<file path="config.mk">
export PLATFORM = sky130hd
export DESIGN_NAME = game_flow_controller_flat
export DESIGN_NICKNAME = d
export VERILOG_FILES = /design/src/rtl/game_flow_controller_pkg.sv /design/src/rtl/game_flow_controller_if.sv /design/src/rtl/game_flow_controller_prescaler.sv /design/src/rtl/game_flow_controller.sv /design/src/flat_wrapper.sv
export SDC_FILE = /design/constraint.sdc
export NUM_CORES = 1
export LEC_CHECK = 0
export CORE_MARGIN = 8
export CORE_UTILIZATION = 45
export DETAILED_ROUTE_END_ITERATION = 12
export PLACE_DENSITY_LB_ADDON = 0.15
export SETUP_SLACK_MARGIN = 0.5
export SLEW_MARGIN = 10
export SYNTH_ARGS = -nofsm -noshare
export SYNTH_HDL_FRONTEND = slang
export SYNTH_SLANG_ARGS = --single-unit
</file>
<file path="constraint.sdc">
create_clock -name clk -period 4.9 [get_ports clk]
set_input_delay 1.225 -clock clk [delete_from_list [all_inputs] [get_ports clk]]
set_output_delay 1.225 -clock clk [all_outputs]
set_load 0.005 [all_outputs]
</file>
<file path="src/rtl/game_flow_controller_pkg.sv">
// Shared game-level types and screen geometry for the flow controller and the renderer.
package game_pkg;

    typedef enum logic [2:0] {
        S_RUNNING   = 3'd0,
        S_GAME_OVER = 3'd1,
        S_WIN       = 3'd2,
        S_LOAD      = 3'd3
    } game_state_e;

    typedef logic [1:0] level_t;

    localparam int SCREEN_WIDTH    = 640;
    localparam int SCREEN_HEIGHT   = 480;
    localparam int LAVA_WALL_WIDTH = 10;

    // Adds inc to a and clamps the result to cap without losing the carry.
    function automatic logic [9:0] sat_add(input logic [9:0] a,
                                           input logic [9:0] inc,
                                           input logic [9:0] cap);
        logic [10:0] sum;
        sum = {1'b0, a} + {1'b0, inc};
        return (sum > {1'b0, cap}) ? cap : sum[9:0];
    endfunction

endpackage

</file>
<file path="src/rtl/game_flow_controller_if.sv">
// Bundle between the frame/physics side and the game flow controller.
interface game_flow_controller_if;
    import game_pkg::*;

    logic       frame_tick;
    logic       start_btn;
    logic       player_hit;
    logic       player_at_goal;
    logic [9:0] player_x;
    logic [2:0] game_state;
    level_t     level;
    logic [9:0] lava_wall_x;
    logic [9:0] lava_height;
    logic       level_load;

    modport master (
        output frame_tick, start_btn, player_hit, player_at_goal, player_x,
        input  game_state, level, lava_wall_x, lava_height, level_load
    );

    modport slave (
        input  frame_tick, start_btn, player_hit, player_at_goal, player_x,
        output game_state, level, lava_wall_x, lava_height, level_load
    );

endinterface

</file>
<file path="src/rtl/game_flow_controller_prescaler.sv">
// Frame divider: counts enabled frame ticks and pulses step on every DIV-th one.
module frame_prescaler #(
    parameter int DIV = 4
) (
    input  logic clk,
    input  logic rst_n,
    input  logic frame_tick_i,
    input  logic clear_i,
    input  logic enable_i,
    output logic step_o
);

    localparam int            CW   = (DIV > 1) ? $clog2(DIV) : 1;
    localparam logic [CW-1:0] LAST = CW'(DIV - 1);

    logic [CW-1:0] cnt_q, cnt_d;
    logic          wrap;

    assign wrap = (cnt_q == LAST);

    // Step is independent of clear so the caller can derive clear from it.
    assign step_o = frame_tick_i & enable_i & wrap;

    always_comb begin
        // NOTE: assign the default first so no branch leaves cnt_d unassigned and infers a latch.
        cnt_d = cnt_q;
        if (frame_tick_i) begin
            if (clear_i) begin
                cnt_d = '0;
            end else if (enable_i) begin
                cnt_d = wrap ? '0 : cnt_q + CW'(1);
            end
        end
    end

    always_ff @(posedge clk or negedge rst_n) begin
        if (!rst_n) begin
            cnt_q <= '0;
        end else begin
            // NOTE: non-blocking so every register samples pre-edge values regardless of block order.
            cnt_q <= cnt_d;
        end
    end

endmodule

</file>
<file path="src/rtl/game_flow_controller.sv">
// Frame-synchronous game sequencer: advances hazards, detects death/goal/win and
// sequences level loads; every visible output changes only on a frame tick.
module game_flow_controller
    import game_pkg::*;
#(
    parameter int LAVA_WALL_START = 0,
    parameter int LAVA_WALL_STEP  = 1,
    parameter int LAVA_WALL_DIV   = 4,
    parameter int LAVA_RISE_DIV   = 8,
    parameter int LAVA_HEIGHT_MAX = 200,
    parameter int END_HOLD_FRAMES = 120,
    parameter int NUM_LEVELS      = 2
) (
    input  logic                  clk,
    input  logic                  rst_n,
    game_flow_controller_if.slave gf
);

    localparam int                HOLD_W     = $clog2(END_HOLD_FRAMES + 1);
    localparam logic [HOLD_W-1:0] HOLD_MAX   = HOLD_W'(END_HOLD_FRAMES);
    localparam logic [9:0]        WALL_START = 10'(LAVA_WALL_START);
    localparam logic [9:0]        WALL_STEP  = 10'(LAVA_WALL_STEP);
    localparam logic [9:0]        WALL_MAX   = 10'(SCREEN_WIDTH - 1);
    // A band taller than the screen has no visible meaning.
    localparam int                HEIGHT_CAP_INT = (LAVA_HEIGHT_MAX < SCREEN_HEIGHT) ?
                                                   LAVA_HEIGHT_MAX : SCREEN_HEIGHT;
    localparam logic [9:0]        HEIGHT_CAP = 10'(HEIGHT_CAP_INT);
    localparam level_t            LAST_LEVEL = level_t'(NUM_LEVELS - 1);

    game_state_e       state_q, state_d;
    level_t            level_q, level_d;
    logic [9:0]        wall_x_q, wall_x_d;
    logic [9:0]        height_q, height_d;
    logic [HOLD_W-1:0] hold_q, hold_d;
    logic              start_pending_q, start_pending_d;
    logic              level_load_q, level_load_d;

    logic       running, end_state, enter_load;
    logic       wall_step, rise_step, wall_hits_player, death;
    logic [9:0] wall_next, height_next;

    assign running   = (state_q == S_RUNNING);
    assign end_state = (state_q == S_GAME_OVER) || (state_q == S_WIN);

    frame_prescaler #(.DIV(LAVA_WALL_DIV)) u_wall_div (
        .clk          (clk),
        .rst_n        (rst_n),
        .frame_tick_i (gf.frame_tick),
        .clear_i      (enter_load),
        .enable_i     (running),
        .step_o       (wall_step)
    );

    frame_prescaler #(.DIV(LAVA_RISE_DIV)) u_rise_div (
        .clk          (clk),
        .rst_n        (rst_n),
        .frame_tick_i (gf.frame_tick),
        .clear_i      (enter_load),
        .enable_i     (running),
        .step_o       (rise_step)
    );

    // The wall only moves on the first level; the band rises on every level.
    assign wall_next   = (wall_step && level_q == '0) ?
                         sat_add(wall_x_q, WALL_STEP, WALL_MAX) : wall_x_q;
    assign height_next = rise_step ? sat_add(height_q, 10'd1, HEIGHT_CAP) : height_q;

    // Death is judged against the wall position this frame will display.
    assign wall_hits_player = (level_q == '0) &&
                              (({1'b0, wall_next} + 11'(LAVA_WALL_WIDTH)) > {1'b0, gf.player_x});
    assign death            = gf.player_hit || wall_hits_player;

    always_comb begin
        state_d         = state_q;
        level_d         = level_q;
        wall_x_d        = wall_x_q;
        height_d        = height_q;
        hold_d          = hold_q;
        start_pending_d = start_pending_q | (gf.start_btn & end_state);
        level_load_d    = 1'b0;
        enter_load      = 1'b0;

        if (gf.frame_tick) begin
            unique case (state_q)
                S_LOAD: begin
                    state_d         = S_RUNNING;
                    start_pending_d = 1'b0;
                end
                S_RUNNING: begin
                    wall_x_d = wall_next;
                    height_d = height_next;
                    if (death) begin
                        state_d         = S_GAME_OVER;
                        start_pending_d = 1'b0;
                    end else if (gf.player_at_goal) begin
                        if (level_q == LAST_LEVEL) begin
                            state_d         = S_WIN;
                            start_pending_d = 1'b0;
                        end else begin
                            level_d    = level_q + level_t'(1);
                            enter_load = 1'b1;
                        end
                    end
                end
                S_GAME_OVER, S_WIN: begin
                    if (hold_q == HOLD_MAX && start_pending_q) begin
                        enter_load = 1'b1;
                        if (state_q == S_WIN) begin
                            level_d = '0;
                        end
                    end else begin
                        // A press only survives if it arrives after the hold expired.
                        if (hold_q < HOLD_MAX) begin
                            hold_d = hold_q + HOLD_W'(1);
                        end
                        start_pending_d = gf.start_btn;
                    end
                end
                default: begin
                    enter_load = 1'b1;
                    level_d    = '0;
                end
            endcase

            if (enter_load) begin
                state_d         = S_LOAD;
                wall_x_d        = WALL_START;
                height_d        = '0;
                hold_d          = '0;
                start_pending_d = 1'b0;
                level_load_d    = 1'b1;
            end
        end
    end

    always_ff @(posedge clk or negedge rst_n) begin
        if (!rst_n) begin
            state_q         <= S_LOAD;
            level_q         <= '0;
            wall_x_q        <= WALL_START;
            height_q        <= '0;
            hold_q          <= '0;
            start_pending_q <= 1'b0;
            level_load_q    <= 1'b0;
        end else begin
            state_q         <= state_d;
            level_q         <= level_d;
            wall_x_q        <= wall_x_d;
            height_q        <= height_d;
            hold_q          <= hold_d;
            start_pending_q <= start_pending_d;
            level_load_q    <= level_load_d;
        end
    end

    assign gf.game_state  = state_q;
    assign gf.level       = level_q;
    assign gf.lava_wall_x = wall_x_q;
    assign gf.lava_height = height_q;
    assign gf.level_load  = level_load_q;

endmodule

</file>
<file path="src/flat_wrapper.sv">
// flat-port wrapper written by rule: the top's interface ports become plain ports
module game_flow_controller_flat import game_pkg::*;
#(
    parameter int LAVA_WALL_START = 0,
    parameter int LAVA_WALL_STEP  = 1,
    parameter int LAVA_WALL_DIV   = 4,
    parameter int LAVA_RISE_DIV   = 8,
    parameter int LAVA_HEIGHT_MAX = 200,
    parameter int END_HOLD_FRAMES = 120,
    parameter int NUM_LEVELS      = 2
)
  (clk, rst_n, gf_frame_tick, gf_start_btn, gf_player_hit, gf_player_at_goal, gf_player_x, gf_game_state, gf_level, gf_lava_wall_x, gf_lava_height, gf_level_load);
  game_flow_controller_if gf_i ();
  input  logic clk;
  input  logic rst_n;
  input wire logic [$bits(gf_i.frame_tick)-1:0] gf_frame_tick;
  input wire logic [$bits(gf_i.start_btn)-1:0] gf_start_btn;
  input wire logic [$bits(gf_i.player_hit)-1:0] gf_player_hit;
  input wire logic [$bits(gf_i.player_at_goal)-1:0] gf_player_at_goal;
  input wire logic [$bits(gf_i.player_x)-1:0] gf_player_x;
  output wire logic [$bits(gf_i.game_state)-1:0] gf_game_state;
  output wire logic [$bits(gf_i.level)-1:0] gf_level;
  output wire logic [$bits(gf_i.lava_wall_x)-1:0] gf_lava_wall_x;
  output wire logic [$bits(gf_i.lava_height)-1:0] gf_lava_height;
  output wire logic [$bits(gf_i.level_load)-1:0] gf_level_load;
  assign gf_i.frame_tick = gf_frame_tick;
  assign gf_i.start_btn = gf_start_btn;
  assign gf_i.player_hit = gf_player_hit;
  assign gf_i.player_at_goal = gf_player_at_goal;
  assign gf_i.player_x = gf_player_x;
  assign gf_game_state = gf_i.game_state;
  assign gf_level = gf_i.level;
  assign gf_lava_wall_x = gf_i.lava_wall_x;
  assign gf_lava_height = gf_i.lava_height;
  assign gf_level_load = gf_i.level_load;
  game_flow_controller #(.LAVA_WALL_START(LAVA_WALL_START), .LAVA_WALL_STEP(LAVA_WALL_STEP), .LAVA_WALL_DIV(LAVA_WALL_DIV), .LAVA_RISE_DIV(LAVA_RISE_DIV), .LAVA_HEIGHT_MAX(LAVA_HEIGHT_MAX), .END_HOLD_FRAMES(END_HOLD_FRAMES), .NUM_LEVELS(NUM_LEVELS)) u_core (.clk(clk), .rst_n(rst_n), .gf(gf_i));
endmodule
</file>
Word level (Yosys, flattened, before mapping)
Index checks and enable logic that the tools add are counted.
- add/sub/neg operators: 7
- multipliers: 0
- div/mod/pow operators: 0
- $lt $le $gt $ge: 4
- equal/unequal tests: 15
- shift-type cells: 0
- muxes and demuxes: 45
- bitwise gates (word level): 6
- reduce and logical (&&, ||, !) cells: 20
- operator list (kind ; count):
    two-way mux 10 bit ; 8
    two-way mux 7 bit ; 4
    adder 10 x 1 -> 11 bit, second input constant ; 2
    two-way mux 3 bit ; 7
    two-way mux 2 bit ; 8
    two-way mux 1 bit ; 14
    adder 10 x 4 -> 11 bit, second input constant ; 1
    > comparator 11 x 10 -> 1 bit ; 1
    > comparator 11 x 10 -> 1 bit, second input constant ; 1
    > comparator 11 x 8 -> 1 bit, second input constant ; 1
    nonzero test 2 bit ; 5
    != test 2 bit, second input constant ; 4
    AND reduction 4 bit ; 2
    adder 7 x 1 -> 7 bit, second input constant ; 1
    equality test 7 bit, second input constant ; 1
    less-than comparator 7 bit, second input constant ; 1
    AND reduction 7 bit ; 1
    equality test 3 x 2 -> 1 bit, second input constant ; 2
    case mux 1 bit (3 select lines) ; 2
    case mux 2 bit (3 select lines) ; 1
    case mux 3 bit (2 select lines) ; 1
    adder 2 x 1 -> 2 bit, second input constant ; 2
    bitwise AND 1 bit ; 4
    != test 2 x 1 -> 1 bit, second input constant ; 2
    other kinds (17) ; 21
- bits in registers: 39
- bits in latches: 0
- memory bits (writable): 0
- bits in read-only memories: 0
- input port bits: 16
- output and inout port bits: 26
- logic and storage cells: 106
- memories kept: 0

Depth between registers and ports, before layout
- word-level depth: 15
- gate-level depth with buffers: 27
- mapped depth without buffers: 24

Modules after synthesis
A second synthesis with hierarchy kept.
- cells, all modules: 373
- area, all modules: 3160.5 sq um
- by module, submodules not included (module ; instances ; cells each ; area an instance (sq um) ; sequential area each (sq um)):
    game_flow_controller ; 1 ; 344 ; 2849.0 ; 828.3
    frame_prescaler at u_core.u_rise_div ; 1 ; 17 ; 181.4 ; 75.1
    frame_prescaler at u_core.u_wall_div ; 1 ; 12 ; 130.1 ; 50.0

Worst setup path after synthesis
No wires, ideal clock.
- kind: input to register
- start: in gf_frame_tick
- end: reg u_core.height_q[1] (netlist: u_core.gf.lava_height[1])
- setup time: 0.079 ns
- arrival time: 5.118 ns
- data required time: 4.821 ns
- slack: -0.297 ns
- cell stages on the path: 22
- buffers on the path: 1
- cells stage by stage: and4_1 -> buf_2 -> nand3_1 -> mux2i_1 -> a21oi_4 -> nor2_1 -> nor2_1 -> nor2_1 -> nor2_1 -> ha_1 -> a21oi_1 -> nor2_1 -> xnor2_1 -> ha_1 -> a21o_1 -> a21oi_2 -> nand2_1 -> a211o_1 -> a21o_2 -> a2111o_4 -> a31oi_4 -> mux2i_1
- longest elaborated chain between the ends: 13
- elaborated cells between the ends (all ways): 16
- classes of those cells: 1 x add/sub; 1 x order compare; 5 x mux; 3 x bitwise; 6 x reduce/logical
- ends and longest elaborated chain (what ; line ; source):
    start: declaration ; flat_wrapper.sv:16 ; input wire logic [$bits(gf_i.frame_tick)-1:0] gf_frame_tick;
    bitwise AND 1 bit (2 in a row) ; game_flow_controller_prescaler.sv:22 ; assign step_o = frame_tick_i & enable_i & wrap;
    logical AND 1 bit ; game_flow_controller.sv:64 ; assign wall_next = (wall_step && level_q == '0) ?
    two-way mux 10 bit ; game_flow_controller.sv:64 ;
    adder 10 x 4 -> 11 bit ; game_flow_controller.sv:70 ; (({1'b0, wall_next} + 11'(LAVA_WALL_WIDTH)) > {1'b0, gf.player_x});
    > comparator 11 x 10 -> 1 bit ; game_flow_controller.sv:70 ;
    logical AND 1 bit ; game_flow_controller.sv:69 ; assign wall_hits_player = (level_q == '0) &&
    logical OR 1 bit ; game_flow_controller.sv:71 ; assign death = gf.player_hit || wall_hits_player;
    two-way mux 1 bit ; game_flow_controller.sv:92 ; if (death) begin
    case mux 1 bit (3 select lines) ; game_flow_controller.sv:84 ; unique case (state_q)
    two-way mux 1 bit ; game_flow_controller.sv:83 ; if (gf.frame_tick) begin
    nonzero test 2 bit (no line) ; - ;
    AND reduction 3 bit (no line) ; - ;
    end signal: assignment ; game_flow_controller.sv:149 ; height_q <= height_d;
    end: declaration ; game_flow_controller.sv:33 ; logic [9:0] height_q, height_d;
Parallel ways exist; a longest one is shown, timed or not. The select of a mux whose other input is x is not followed.
A chain may end at the register's enable or synchronous reset.

Final worst setup path
- start: in gf_frame_tick
- end: reg u_core.height_q[4] (netlist: u_core.gf.lava_height[4])
Same word-level chain as after synthesis.

==> reports/qor.yml <==
run_status:
  outcome: "completed"
clocking:
  cts_tree: "done"
  cts.sinks: 38
  clk_latency_ns: 0.30
  clk_pin_slew_ns: 0.08
  cts-root-buf: "clkbuf_8"
  cts_hold_buf: 0
  clockBufferDepth: 2
  htreeDepth: 2
  numCtsBuffers: 5
logic_synthesis:
  synth_fp_nets: 405
  synth-edff-count: 0
  synth.avg_cell_area_um2: 8.74
  ys_seq_elements: 38
  synth_ff_type: "dfrtp_1"
  ys_warn_count: 0
  seq_area_frac_synth_pct: 29.9
  synth.cell_area_um2: 3190
  async_flop_share_pct: 100
  syn_inst: 365
  ys_types: 80
drt:
  dr_total_vias: 3097
  first_pass_iters: 4
  drtIter0Drc: 169
  vias_per_cell: 5.61
  drt_wl_total_um: 9180
  wl_per_cell_um: 16.6
  route.detailed.drc: 0
  final_antenna_net_count: 0
setup_path:
  cp.depth: 24
  critical_path.max_fanout: 5
  crit_top_cell: "nor2_1"
  rr_endpoint: "u_core.gf.lava_height[4]"
  rr_worst_depth: 21
  slowest_stage: "a2111o_4"
  cp_num_buf_inv: 3
  rrSetupSlack_ns: 0.14
  start_kind: "primary input"
  worstSetupPathType: "in2reg"
  critPathArrivalTime_ns: 5.02
  cp_cell_sequence: "buf_8, buf_6, and2_4, nand3_4, o32ai_4, a21oi_4, nor2_2, nor2_1, nor2_1, nor2_1, ha_2, a21oi_4, nor4_4, nand2_1, xor2_1, ha_1, a21oi_2, nand2_1, a211o_1, a21o_2, a2111o_4, buf_4, a31oi_4, o21ai_1"
  critPathMaxStageDelay_ns: 0.50
  r2r_start: "u_core.gf.lava_wall_x[0]"
  required_ns: 5.08
  end_kind: "register"
  cpLargestDelayFamily: "compound AO/OA/AOI/OAI gates"
placed_design:
  gp_congestion: 0.878
  dp_hpwl_um: 6680
  io_buffers: 40
  dpl_cell_area_um2: 3990
  numPlacedInstances: 530
timing:
  setup_viol: 0
  grt_setup_unrepaired: "true"
  fin_crit_ns: 4.84
  setup_tns_ns: 0
  slew_violations: 0
  fin_crit_sh_pct: 98.7
  slew_headroom_pct: 41.9
  fmax_mhz: 207
  fin_skew_ns: 0.00787
  hold_violations: 0
  tightest_slew_ns: 0.871
die:
  start_util_pct: 46.7
  fp.dieH_um: 100
  num_rows: 30
  fp.coreArea_um2: 6830
  die-area_um2: 10000
  die_x_um: 100
  ioPinCount: 42
power_and_ir_drop:
  peakVddDrop_mv: 0.266
  total_power_w: 0.00137
  p_leak_nw: 1.89
  power_density_nw_per_um2: 314
finish:
  diodes: 0
  areaGrowthSynthToFinish_pct: 36.4
  fin_nets: 496
  regArea_um2: 956
  fillers: 589
  multiInputGateArea_um2: 2180
  final_cells: 552
  stdcell_area_um2: 4350
  fin_util_pct: 63.7
  drive_above_1_share_pct: 27.0
grt:
  grt.overflow.total: 0
  grt_max_degree: 39
  grt_pass1_wl_um: 15100
  gr-usage-all-layers_pct: 18.4
  grt_pass1_vias: 3040
  grt_antenna_before_repair: 0
hold_path:
  hold_start: "u_core.u_wall_div.cnt_q[1]"
  hold_end: "u_core.u_wall_div.cnt_q[1]"
  whs_path_depth: 2
  worstHoldPathType: "reg2reg"
flow_run:
  max_cap_viol_count: 0
through the flow:
step | worst slack [ns] | hold slack, ns
floorplan | -0.101 | 0.443
CTS | -0.101 | 0.481
global route | -0.131 | 0.512
detailed placement | -0.807 | 0.464
global placement | -0.720 | 0.455
finish | 0.0637 | 0.483
layout by cell type (no fill, tap or decap), types with 5 or more instances in the layout:
cell type        instances
buf_4                   54
clkdlybuf4s50_1         38
nand2_1                 34
dfrtp_1                 34
nor2_1                  32
inv_1                   32
ha_1                    22
o21ai_0                 14
a21oi_1                 11
nand3_1                 10
a22o_1                   9
nand4_1                  8
xnor2_1                  8
nand2b_1                 7
nor3_1                   7
clkbuf_8                 5
buf_6                    5
registers in the layout, indices dropped and copies added, names as in the netlist:
| name | count |
|---|---|
| u_core.gf.level | 2 |
| u_core.gf.lava_height | 10 |
| u_core.u_wall_div.cnt_q | 2 |
| u_core.gf.lava_wall_x | 10 |
| u_core.hold_q | 7 |
| u_core.gf.level_load | 1 |
| u_core.gf.game_state | 2 |
| u_core.u_rise_div.cnt_q | 3 |
| u_core.start_pending_q | 1 |
how the worst max path moves through the flow:
stage / slack [ns] / from / end
3_3_place_gp: -0.72 / gf_frame_tick / u_core.gf.lava_height[2]
5_1_grt: -0.13 / gf_frame_tick / u_core.gf.lava_height[1]
2_1_floorplan: -0.10 / gf_frame_tick / u_core.gf.lava_height[1]
4_1_cts: -0.10 / gf_frame_tick / u_core.gf.lava_height[1]
6_report: 0.06 / gf_frame_tick / u_core.gf.lava_height[4]
3_5_place_dp: -0.81 / gf_frame_tick / u_core.gf.lava_height[1]
synth_stat cells, types with 2 or more instances:
| cell type | number | area (µm²) |
|---|---|---|
| dfrtp_1 | 36 | 901 |
| nor2_1 | 36 | 135 |
| nand2_1 | 35 | 131 |
| inv_1 | 32 | 120 |
| ha_1 | 24 | 300 |
| o21ai_0 | 17 | 85.1 |
| a21oi_1 | 15 | 75.1 |
| nand3_1 | 12 | 60.1 |
| a22o_1 | 9 | 78.8 |
| nand4_1 | 8 | 50.1 |
| xnor2_1 | 8 | 70.1 |
| nand2b_1 | 7 | 43.8 |
| nor3_1 | 7 | 35.0 |
| clkbuf_1 | 6 | 22.5 |
| buf_2 | 5 | 25.0 |
| mux2i_1 | 5 | 50.1 |
| a21o_1 | 4 | 30.0 |
| nor2b_1 | 4 | 25.0 |
| xor2_1 | 4 | 35.0 |
| and4_1 | 3 | 26.3 |
| nor4_1 | 3 | 18.8 |
| o22ai_1 | 3 | 18.8 |
| o31a_1 | 3 | 26.3 |
| o31ai_1 | 3 | 22.5 |
| a2111o_1 | 2 | 22.5 |
| a2111oi_0 | 2 | 17.5 |
| a21o_2 | 2 | 17.5 |
| a21oi_2 | 2 | 17.5 |
| a21oi_4 | 2 | 32.5 |
| a31o_2 | 2 | 17.5 |
| a31oi_1 | 2 | 12.5 |
| and2_1 | 2 | 12.5 |
| and3_1 | 2 | 12.5 |
| buf_4 | 2 | 15.0 |
| buf_6 | 2 | 22.5 |
| dfstp_2 | 2 | 52.6 |
| mux2_2 | 2 | 22.5 |
| o2111ai_1 | 2 | 17.5 |
| o211ai_1 | 2 | 15.0 |
| o21a_1 | 2 | 15.0 |
| o21ai_1 | 2 | 10.0 |
| o221ai_1 | 2 | 17.5 |
| o311ai_0 | 2 | 17.5 |
| o32ai_1 | 2 | 17.5 |
worst min-delay path: cells and delay by family (launching register included):
family        cells  cell delay, ns
flops             1            0.36
simple gates      2            0.10
cell type report:
cell class	count	area share (%)
sequential	38	22.0
clock inverter	2	0.230
tap	96	2.76
multi-input combinational	278	50.0
clock buffer	5	1.58
timing repair buffer	101	20.7
inverter	32	2.76
per-layer routing:
| layer | track usage (%) | share of wire (%) | routed length [µm] |
|---|---|---|---|
| met3 | 4.50 | 4.8 | 444 |
| met5 | 0 | 0 | 0 |
| met2 | 29.4 | 47 | 4310 |
| met4 | 4.42 | 1.4 | 131 |
| met1 | 24.0 | 47 | 4300 |
power by group:
part | total [W] | switching [W] | internal, W | leakage [nW]
Sequential | 0.000498 | 0.0000968 | 0.000402 | 0.500
Clock | 0.000210 | 0.000115 | 0.0000956 | 0.0438
Combinational | 0.000658 | 0.000325 | 0.000333 | 1.35
repair_timing:
item                       in CTS  in global routing
setup endpoints to repair      38                 38
buffers inserted                6                  7
cloned                          1                  1
gates resized for setup        15                 33
pin swaps                      17                 26
cell families (layout without fill, tap and decap cells):
logic type / count (synthesis) / after routing / synth area share [%]
buffers and inverters: 50 / 140 / 7.60
AOI/OAI and AO/OA: 102 / 103 / 26.6
adders and majority gates: 24 / 24 / 9.41
DFF: 38 / 38 / 29.9
other: 1 / 1 / 0.117
xor gates and xnor gates: 12 / 12 / 3.29
muxes: 7 / 7 / 2.27
and+or+nand+nor: 131 / 131 / 20.9
No activity file was read; power rests on OpenSTA's default activity.
